===== src/rtl/vector_ldst_sequencer_pkg.sv =====
// Package for the vector load/store sequencer: FSM state type and beat-counter
// width helper. The module sizes its own counter from its VEC_LEN parameter via
// beat_width(); BEAT_W below is that width for the default 4-lane configuration.
package ldst_pkg;

    typedef enum logic {IDLE, ACTIVE} ldst_seq_state_e;

    // A 1-lane unit still needs a 1-bit counter (tied to zero).
    function automatic int beat_width(input int vec_len);
        return (vec_len > 1) ? $clog2(vec_len) : 1;
    endfunction

    localparam int DEF_VEC_LEN = 4;
    localparam int BEAT_W      = beat_width(DEF_VEC_LEN);

endpackage


===== src/rtl/vector_ldst_sequencer_if.sv =====
// Bus bundle for the sequencer: upstream op inputs, stall back to the pipeline,
// single-lane memory port, and packed load result towards WB.
//   slave  : the sequencer's view (consumes op_*, mem_rdata/mem_ready)
//   master : the environment's view (pipeline + memory)
interface vector_ldst_sequencer_if #(
    parameter int LANE_W  = 32,
    parameter int VEC_LEN = 4,
    parameter int ADDR_W  = 32
);
    logic                      op_valid;
    logic                      op_vector;
    logic                      op_store;
    logic [ADDR_W-1:0]         op_base;
    logic [ADDR_W-1:0]         op_stride;
    logic [VEC_LEN-1:0]        op_mask;
    logic [VEC_LEN*LANE_W-1:0] op_wdata;
    logic                      stall;
    logic                      mem_req;
    logic                      mem_we;
    logic [ADDR_W-1:0]         mem_addr;
    logic [LANE_W-1:0]         mem_wdata;
    logic [LANE_W-1:0]         mem_rdata;
    logic                      mem_ready;
    logic [VEC_LEN*LANE_W-1:0] rd_data;
    logic                      rd_valid;

    modport slave (
        input  op_valid, op_vector, op_store, op_base, op_stride, op_mask, op_wdata,
        input  mem_rdata, mem_ready,
        output stall, mem_req, mem_we, mem_addr, mem_wdata, rd_data, rd_valid
    );

    modport master (
        output op_valid, op_vector, op_store, op_base, op_stride, op_mask, op_wdata,
        output mem_rdata, mem_ready,
        input  stall, mem_req, mem_we, mem_addr, mem_wdata, rd_data, rd_valid
    );
endinterface


===== src/rtl/vector_ldst_sequencer.sv =====
// MEM-stage vector/scalar load-store sequencer. Splits one op into single-lane
// memory beats (stride, per-lane mask, memory wait states), stalls the pipeline
// until the last beat completes, and returns packed load data for WB.
// Ports:
//   clk, reset : clock, asynchronous active-high reset
//   bus        : slave view of vector_ldst_sequencer_if (op_*, stall, mem_*, rd_*)
// Beat 0 is issued straight from the op inputs in the accept cycle, so a scalar
// op whose memory is ready costs no stall at all.
module vector_ldst_sequencer
    import ldst_pkg::*;
#(
    parameter int LANE_W  = 32,
    parameter int VEC_LEN = 4,
    parameter int ADDR_W  = 32
) (
    input logic                     clk,
    input logic                     reset,
    vector_ldst_sequencer_if.slave  bus
);

    localparam int               CNT_W     = beat_width(VEC_LEN);
    localparam logic [CNT_W-1:0] LAST_BEAT = CNT_W'(VEC_LEN - 1);

    ldst_seq_state_e state_q, state_d;

    logic [CNT_W-1:0]          beat_q;
    logic [ADDR_W-1:0]         addr_q;      // running address of the current beat
    logic [ADDR_W-1:0]         stride_q;
    logic                      vec_q;
    logic                      store_q;
    logic [VEC_LEN-1:0]        mask_q;
    logic [VEC_LEN*LANE_W-1:0] wdata_q;
    logic [VEC_LEN*LANE_W-1:0] rd_data_q;
    logic                      rd_valid_q;

    // Current-beat view: op inputs while IDLE (accept cycle), latched regs in ACTIVE.
    logic                      idle;
    logic                      in_flight;
    logic                      cur_vec;
    logic                      cur_store;
    logic [ADDR_W-1:0]         cur_addr;
    logic [ADDR_W-1:0]         cur_stride;
    logic [VEC_LEN-1:0]        cur_mask;
    logic [VEC_LEN*LANE_W-1:0] cur_wdata;
    logic [CNT_W-1:0]          cur_beat;
    logic [CNT_W-1:0]          beat_nxt;
    logic                      lane_en;
    logic                      beat_done;
    logic                      last_beat;
    logic                      op_done;

    always_comb begin
        idle       = (state_q == IDLE);
        in_flight  = idle ? bus.op_valid  : 1'b1;
        cur_vec    = idle ? bus.op_vector : vec_q;
        cur_store  = idle ? bus.op_store  : store_q;
        cur_addr   = idle ? bus.op_base   : addr_q;
        cur_stride = idle ? bus.op_stride : stride_q;
        cur_mask   = idle ? bus.op_mask   : mask_q;
        cur_wdata  = idle ? bus.op_wdata  : wdata_q;
        cur_beat   = idle ? '0            : beat_q;

        lane_en   = cur_mask[cur_beat];
        // Masked lanes retire in one cycle without touching memory.
        beat_done = in_flight & (~lane_en | bus.mem_ready);
        last_beat = cur_vec ? (cur_beat == LAST_BEAT) : (cur_beat == '0);
        op_done   = beat_done & last_beat;

        beat_nxt = cur_beat;
        if (VEC_LEN == 1 || op_done)
            beat_nxt = '0;
        else if (beat_done)
            beat_nxt = cur_beat + 1'b1;

        state_d = state_q;
        if (idle) begin
            if (bus.op_valid && !op_done)
                state_d = ACTIVE;
        end else if (op_done) begin
            state_d = IDLE;
        end
    end

    always_ff @(posedge clk or posedge reset) begin
        if (reset)
            state_q <= IDLE;
        else
            state_q <= state_d;
    end

    always_ff @(posedge clk or posedge reset) begin
        if (reset) begin
            beat_q     <= '0;
            addr_q     <= '0;
            stride_q   <= '0;
            vec_q      <= 1'b0;
            store_q    <= 1'b0;
            mask_q     <= '0;
            wdata_q    <= '0;
            rd_data_q  <= '0;
            rd_valid_q <= 1'b0;
        end else begin
            rd_valid_q <= in_flight & ~cur_store & op_done;
            if (in_flight) begin
                beat_q <= beat_nxt;
                addr_q <= beat_done ? cur_addr + cur_stride : cur_addr;
            end
            if (idle && bus.op_valid) begin
                vec_q    <= bus.op_vector;
                store_q  <= bus.op_store;
                stride_q <= bus.op_stride;
                mask_q   <= bus.op_mask;
                wdata_q  <= bus.op_wdata;
            end
            if (in_flight && !cur_store) begin
                // Accept clears the result; the lane write below overrides its slice.
                if (idle)
                    rd_data_q <= '0;
                if (beat_done && lane_en)
                    rd_data_q[cur_beat*LANE_W +: LANE_W] <= bus.mem_rdata;
            end
        end
    end

    assign bus.mem_req   = ~reset & in_flight & lane_en;
    assign bus.mem_we    = ~reset & in_flight & lane_en & cur_store;
    assign bus.stall     = ~reset & in_flight & ~op_done;
    assign bus.mem_addr  = cur_addr;
    assign bus.mem_wdata = cur_wdata[cur_beat*LANE_W +: LANE_W];
    assign bus.rd_data   = rd_data_q;
    assign bus.rd_valid  = rd_valid_q;

endmodule


===== src/flat_wrapper.sv =====
// flat-port wrapper written by rule: the top's interface ports become plain ports
module vector_ldst_sequencer_flat import ldst_pkg::*;
#(
    parameter int LANE_W  = 32,
    parameter int VEC_LEN = 4,
    parameter int ADDR_W  = 32
)
  (clk, reset, bus_op_valid, bus_op_vector, bus_op_store, bus_op_base, bus_op_stride, bus_op_mask, bus_op_wdata, bus_mem_rdata, bus_mem_ready, bus_stall, bus_mem_req, bus_mem_we, bus_mem_addr, bus_mem_wdata, bus_rd_data, bus_rd_valid);
  vector_ldst_sequencer_if #(.LANE_W(LANE_W), .VEC_LEN(VEC_LEN), .ADDR_W(ADDR_W)) bus_i ();
  input logic clk;
  input logic reset;
  input wire logic [$bits(bus_i.op_valid)-1:0] bus_op_valid;
  input wire logic [$bits(bus_i.op_vector)-1:0] bus_op_vector;
  input wire logic [$bits(bus_i.op_store)-1:0] bus_op_store;
  input wire logic [$bits(bus_i.op_base)-1:0] bus_op_base;
  input wire logic [$bits(bus_i.op_stride)-1:0] bus_op_stride;
  input wire logic [$bits(bus_i.op_mask)-1:0] bus_op_mask;
  input wire logic [$bits(bus_i.op_wdata)-1:0] bus_op_wdata;
  input wire logic [$bits(bus_i.mem_rdata)-1:0] bus_mem_rdata;
  input wire logic [$bits(bus_i.mem_ready)-1:0] bus_mem_ready;
  output wire logic [$bits(bus_i.stall)-1:0] bus_stall;
  output wire logic [$bits(bus_i.mem_req)-1:0] bus_mem_req;
  output wire logic [$bits(bus_i.mem_we)-1:0] bus_mem_we;
  output wire logic [$bits(bus_i.mem_addr)-1:0] bus_mem_addr;
  output wire logic [$bits(bus_i.mem_wdata)-1:0] bus_mem_wdata;
  output wire logic [$bits(bus_i.rd_data)-1:0] bus_rd_data;
  output wire logic [$bits(bus_i.rd_valid)-1:0] bus_rd_valid;
  assign bus_i.op_valid = bus_op_valid;
  assign bus_i.op_vector = bus_op_vector;
  assign bus_i.op_store = bus_op_store;
  assign bus_i.op_base = bus_op_base;
  assign bus_i.op_stride = bus_op_stride;
  assign bus_i.op_mask = bus_op_mask;
  assign bus_i.op_wdata = bus_op_wdata;
  assign bus_i.mem_rdata = bus_mem_rdata;
  assign bus_i.mem_ready = bus_mem_ready;
  assign bus_stall = bus_i.stall;
  assign bus_mem_req = bus_i.mem_req;
  assign bus_mem_we = bus_i.mem_we;
  assign bus_mem_addr = bus_i.mem_addr;
  assign bus_mem_wdata = bus_i.mem_wdata;
  assign bus_rd_data = bus_i.rd_data;
  assign bus_rd_valid = bus_i.rd_valid;
  vector_ldst_sequencer #(.LANE_W(LANE_W), .VEC_LEN(VEC_LEN), .ADDR_W(ADDR_W)) u_core (.clk(clk), .reset(reset), .bus(bus_i));
endmodule

===== config.mk =====
export PLATFORM = sky130hd
export DESIGN_NAME = vector_ldst_sequencer_flat
export DESIGN_NICKNAME = d
export VERILOG_FILES = /design/src/rtl/vector_ldst_sequencer_pkg.sv /design/src/rtl/vector_ldst_sequencer_if.sv /design/src/rtl/vector_ldst_sequencer.sv /design/src/flat_wrapper.sv
export SDC_FILE = /design/constraint.sdc
export NUM_CORES = 1
export LEC_CHECK = 0
export BUFFER_PORTS_ARGS = -buffer_cell sky130_fd_sc_hd__buf_4
export CORE_MARGIN = 4
export CORE_UTILIZATION = 30
export CTS_BUF_LIST = sky130_fd_sc_hd__clkbuf_8 sky130_fd_sc_hd__clkbuf_16
export DETAILED_ROUTE_END_ITERATION = 8
export GPL_ROUTABILITY_DRIVEN = 0
export GPL_TIMING_DRIVEN = 0
export RECOVER_POWER = 50
export SYNTH_ARGS = -nofsm -noshare
export SYNTH_HDL_FRONTEND = slang
export SYNTH_SLANG_ARGS = --single-unit

===== constraint.sdc =====
create_clock -name clk -period 34.3 [get_ports clk]
set_input_delay 5.145 -clock clk [delete_from_list [all_inputs] [get_ports clk]]
set_output_delay 5.145 -clock clk [all_outputs]
set_load 0.005 [all_outputs]

# == Yosys cells after proc, flatten, opt, wreduce, memory -nomap -nowiden ==
# Cells that the tools add are included.
# totals
romBits,0
word_cells,60
register_bits,330
inputBits,234
latchBits,0
ramBits,0
out_inout_bits,196
n_memories,0
# classes
order_cmp,1
div,0
n_mux,21
n_shift,3
n_mul,0
n_reduce_logical,7
bitwise_logic,14
addsub,3
n_eq_ne,1
# op_table
operator,n
128-bit two-way mux,4
128-bit bitwise mux,1
32-bit by 34-bit variable shift with 128-bit output (first input constant),1
128-bit by 8-bit variable part select with 32-bit output,1
32-bit by 34-bit variable part select with 128-bit output,1
32-bit two-way mux,3
7-bit negator with 34-bit output,1
32-bit adder,1
1-bit AND,8
1-bit two-way mux,8
2-bit two-way mux,3
1-bit inverter,5
1-bit logical AND,4
4-bit two-way mux,1
2-bit by 3-bit < comparator with 1-bit output (second input constant),1
2-bit by 1-bit adder with 2-bit output (second input constant),1
1-bit binary-select mux with 2-bit select,1
2-bit equality test (second input constant),1
1-bit logical NOT,2
2-bit logical NOT,1
1-bit OR,1

# == Depth between registers and ports, before layout ==
# depth
word_depth,11
depth_mapped,15
depth_no_buf,12

# == Worst setup path before layout ==
# Ideal clock, no wire load.
# synth_timing
path_type,input -> output
start,input bus_op_mask[0]
end,output bus_stall
arrival_ps,5865
stages,5
required_ps,29155
path_slack_ps,23290
path_buffers,0
path_cell_list,nand2b_1 -> a21o_1 -> nand2_1 -> nor2_1 -> nor3_1
# synth_via
elab_chain_cells,9
# synth_rtl
item,line,text
start: declaration,flat_wrapper.sv:17,input wire logic [$bits(bus_i.op_mask)-1:0] bus_op_mask;
4-bit two-way mux,vector_ldst_sequencer.sv:59,cur_mask = idle ? bus.op_mask : mask_q;
1-bit binary-select mux with 2-bit select,vector_ldst_sequencer.sv:63,lane_en = cur_mask[cur_beat];
1-bit two-way mux (not written as such),vector_ldst_sequencer.sv:63,
1-bit inverter,vector_ldst_sequencer.sv:65,beat_done = in_flight & (~lane_en | bus.mem_ready);
1-bit OR,vector_ldst_sequencer.sv:65,
1-bit AND,vector_ldst_sequencer.sv:65,
1-bit AND,vector_ldst_sequencer.sv:67,op_done = beat_done & last_beat;
1-bit inverter,vector_ldst_sequencer.sv:127,assign bus.stall = ~reset & in_flight & ~op_done;
1-bit AND,vector_ldst_sequencer.sv:127,
end: declaration,flat_wrapper.sv:21,output wire logic [$bits(bus_i.stall)-1:0] bus_stall;
# No other way between the ends. The select of a mux whose other input is x is not followed.

==> metrics.cfg <==
[synthesis]
async_reset_ff_frac = 1.00
ys_types = 58
yosys_register_bits = 330
ys_seq_area_frac = 0.519
synth_flop_cell = dfrtp_1
syn_avg_cell_area_sq_um = 10.2
synth_cells = 1556
syn_area_sq_mm = 0.0159
syn_nets = 1827
ys_warn_count = 0
synth_edf_count = 0

[clock_tree]
cts_max_path_buffers = 3
cts_buffers = 40
cts_root_buffer = clkbuf_16
cts_setup_buffers = 0
cts_resized = 0
h-tree-depth = 2
cts.clk_slew.worst_paths_ns = 0.06
clkLatencyLatePin_ns = 0.55
cts_tree = done
cts_num_sinks = 330
holdBufCountCts = 0

[worst_setup_path]
worstPathArrival_ns = 12.59
rr_worst_depth = 15
r2r_start = u_core.state_q$_DFF_PP0_
crit_path_end_kind = async pin
critPathMaxStageDelay_ns = 4.28
cpMaxStageDelayCell = clkbuf_1
cp.depth = 3
critical_path_buf_inv_count = 3
cpLargestDelayFamily = buffers and inverters
critPathLaunchType = input pin
rrSetupSlack_ns = 28.72
cp_cell_sequence = clkbuf_1, clkinvlp_2, clkbuf_1
cp_data_required_time_ns = 33.51
critical_path.max_fanout = 112
criticalPathCategory = input pin to async pin
cp-startpoint = reset
cp_common_cell = clkbuf_1

[power_and_ir_drop]
p_sw_w = 0.000820
power.total_w = 0.00210
ir_worst_vdd_v = 0.0000494
pwr-share-seq = 0.284
p_leak_nw = 10.7
p_int_w = 0.00128
p_sw_frac = 0.390
p_clk_frac = 0.219
powerDensity_mw_per_mm2 = 98.3
power_frac_comb = 0.497

[run_status]
violations = max-capacitance violations, max-slew violations
outcome = finished, violations left

[grt]
grt_max_degree = 113
overflow = 0
grt_pass1_vias = 14179
grt_use_total = 0.196
grt_pass1_wl_um = 86100
grt_antenna_before_repair = 7

[die]
initial_core_util = 0.303
coreArea_sq_mm = 0.0526
io_pins = 430
die_x_um = 238
die_height_um = 238
die_area_sq_mm = 0.0568
placementRows = 84

[routing]
drt_iter0_drc = 850
wl_per_cell_um = 21.0
antenna_left = 0
drc = 0
vias_per_cell = 5.02
route.vias.total = 13802
wirelength_um = 57700
detail_route.first_pass.iterations = 5

[hold_path]
hp-class = register to register
hp-start = u_core.stride_q[1]$_DFFE_PP0P_
whs_path_depth = 2

[timing]
setup-violations-final = 0
final.period_utilization = 0.390
finalMaxSlewViolations = 335
max_freq_mhz = 74.8
relSlewSlack = -2.96
worst_pin_slew_ns = 5.93
hold_viol = 0
fin_crit_ns = 13.38
fin_skew_ns = 0.0140
finalSetupTns_ns = 0
rsz0062_at_grt = no

[finish]
fill_cells = 5169
drive_gt1_frac = 0.303
nets = 2300
area_growth_pct = 34.2

[run]
maxCapViolCount = 3

[place]
hpwl_um = 43300
numPortBuffers = 429

-- stage by stage --
step	setup slack, ns	hold slack, ns	area [sq um]	utilization	std cells
4_1_cts	21.95	0.473	21500	0.409	2747
3_5_place_dp	21.95	0.459	20100	0.382	2675
6_report	20.92	0.470	21400	0.407	2751
3_3_place_gp	16.09	0.452	20000	0.381	2673
2_1_floorplan	20.02	0.440	15900	-	1556
5_1_grt	18.99	0.487	21400	0.407	2750
-- power groups by stage --
| stage | sequential, W | clock (W) | combinational, W |
|---|---|---|---|
| 2_1_floorplan | 0.000579 | 0 | 0.000701 |
| 3_3_place_gp | 0.000596 | 0 | 0.00103 |
| 3_5_place_dp | 0.000600 | 0 | 0.00105 |
| 4_1_cts | 0.000595 | 0.000469 | 0.00106 |
| 5_1_grt | 0.000612 | 0.000486 | 0.00115 |
| 6_report | 0.000597 | 0.000460 | 0.00104 |
-- cells in the mapped netlist, drive strengths merged, types with 11 or more instances --
master  count  area, sq um
o21ai      29          145
a22o      128         1120
nor2       57          214
xnor2      17          149
ha         36          450
nand2     534         2000
mux4       33          743
nand3      11         55.1
clkbuf     71          267
buf        26          115
a21o       17          128
dfrtp     330         8260
a21oi      51          259
mux2       95         1070
mux2i      13          130
-- registers in the layout, indices dropped and copies added, names as in the netlist --
register	cells
u_core.addr_q	32
u_core.wdata_q	128
u_core.store_q	1
u_core.vec_q	1
u_core.mask_q	4
u_core.stride_q	32
u_core.beat_q	2
u_core.state_q	1
u_core.bus.rd_valid	1
u_core.bus.rd_data	128
-- tightest hold or removal path: cells and delay by family, from the launching register on --
kind	cells	cell delay [ns]
and+or+nand+nor	2	0.10
DFF	1	0.34
-- routing by layer --
layer,share of wire,GRT usage
met1,0.43,0.256
met2,0.48,0.326
met3,0.062,0.0410
met4,0.028,0.0642
met5,0.00059,0
-- cells by family after synthesis --
logic type | share of synthesized area
muxes | 0.122
xor gates and xnor gates | 0.0149
and+or+nand+nor | 0.160
buffers and inverters | 0.0259
DFF | 0.519
AOI/OAI and AO/OA | 0.128
adders and majority gates | 0.0295
-- cell type report --
cell class | instances | area, sq um | area share
Multi-Input combinational cell | 1121 | 7250 | 0.339
Tap cell | 688 | 861 | 0.0403
Clock inverter | 24 | 307 | 0.0143
Inverter | 8 | 31.3 | 0.00146
Clock buffer | 48 | 1120 | 0.0525
Timing Repair Buffer | 431 | 3140 | 0.147
Sequential cell | 330 | 8260 | 0.387
Antenna cell | 4 | 10.0 | 0.000468
Buffer | 97 | 382 | 0.0179
-- path summary, 6_finish.rpt --
kind,endpoint
max,u_core.addr_q[11]$_DFFE_PP0N_
min,u_core.stride_q[1]$_DFFE_PP0P_
max reg2reg,u_core.addr_q[26]$_DFFE_PP0N_
min reg2reg,u_core.stride_q[1]$_DFFE_PP0P_
max in group clk,bus_stall
min in group asynchronous,u_core.bus.rd_valid$_DFF_PP0_
-- layout by cell type (no fill, tap or decap), drive strengths merged, types with 17 or more instances in the layout --
cell type,count
dfrtp,330
mux4,33
ha,36
xnor2,17
mux2,95
a21o,17
nor2,57
a21oi,51
buf,382
nand2,534
o21ai,29
a22o,128
clkbuf,194
Note: power is estimated with default switching activity, not from simulation.
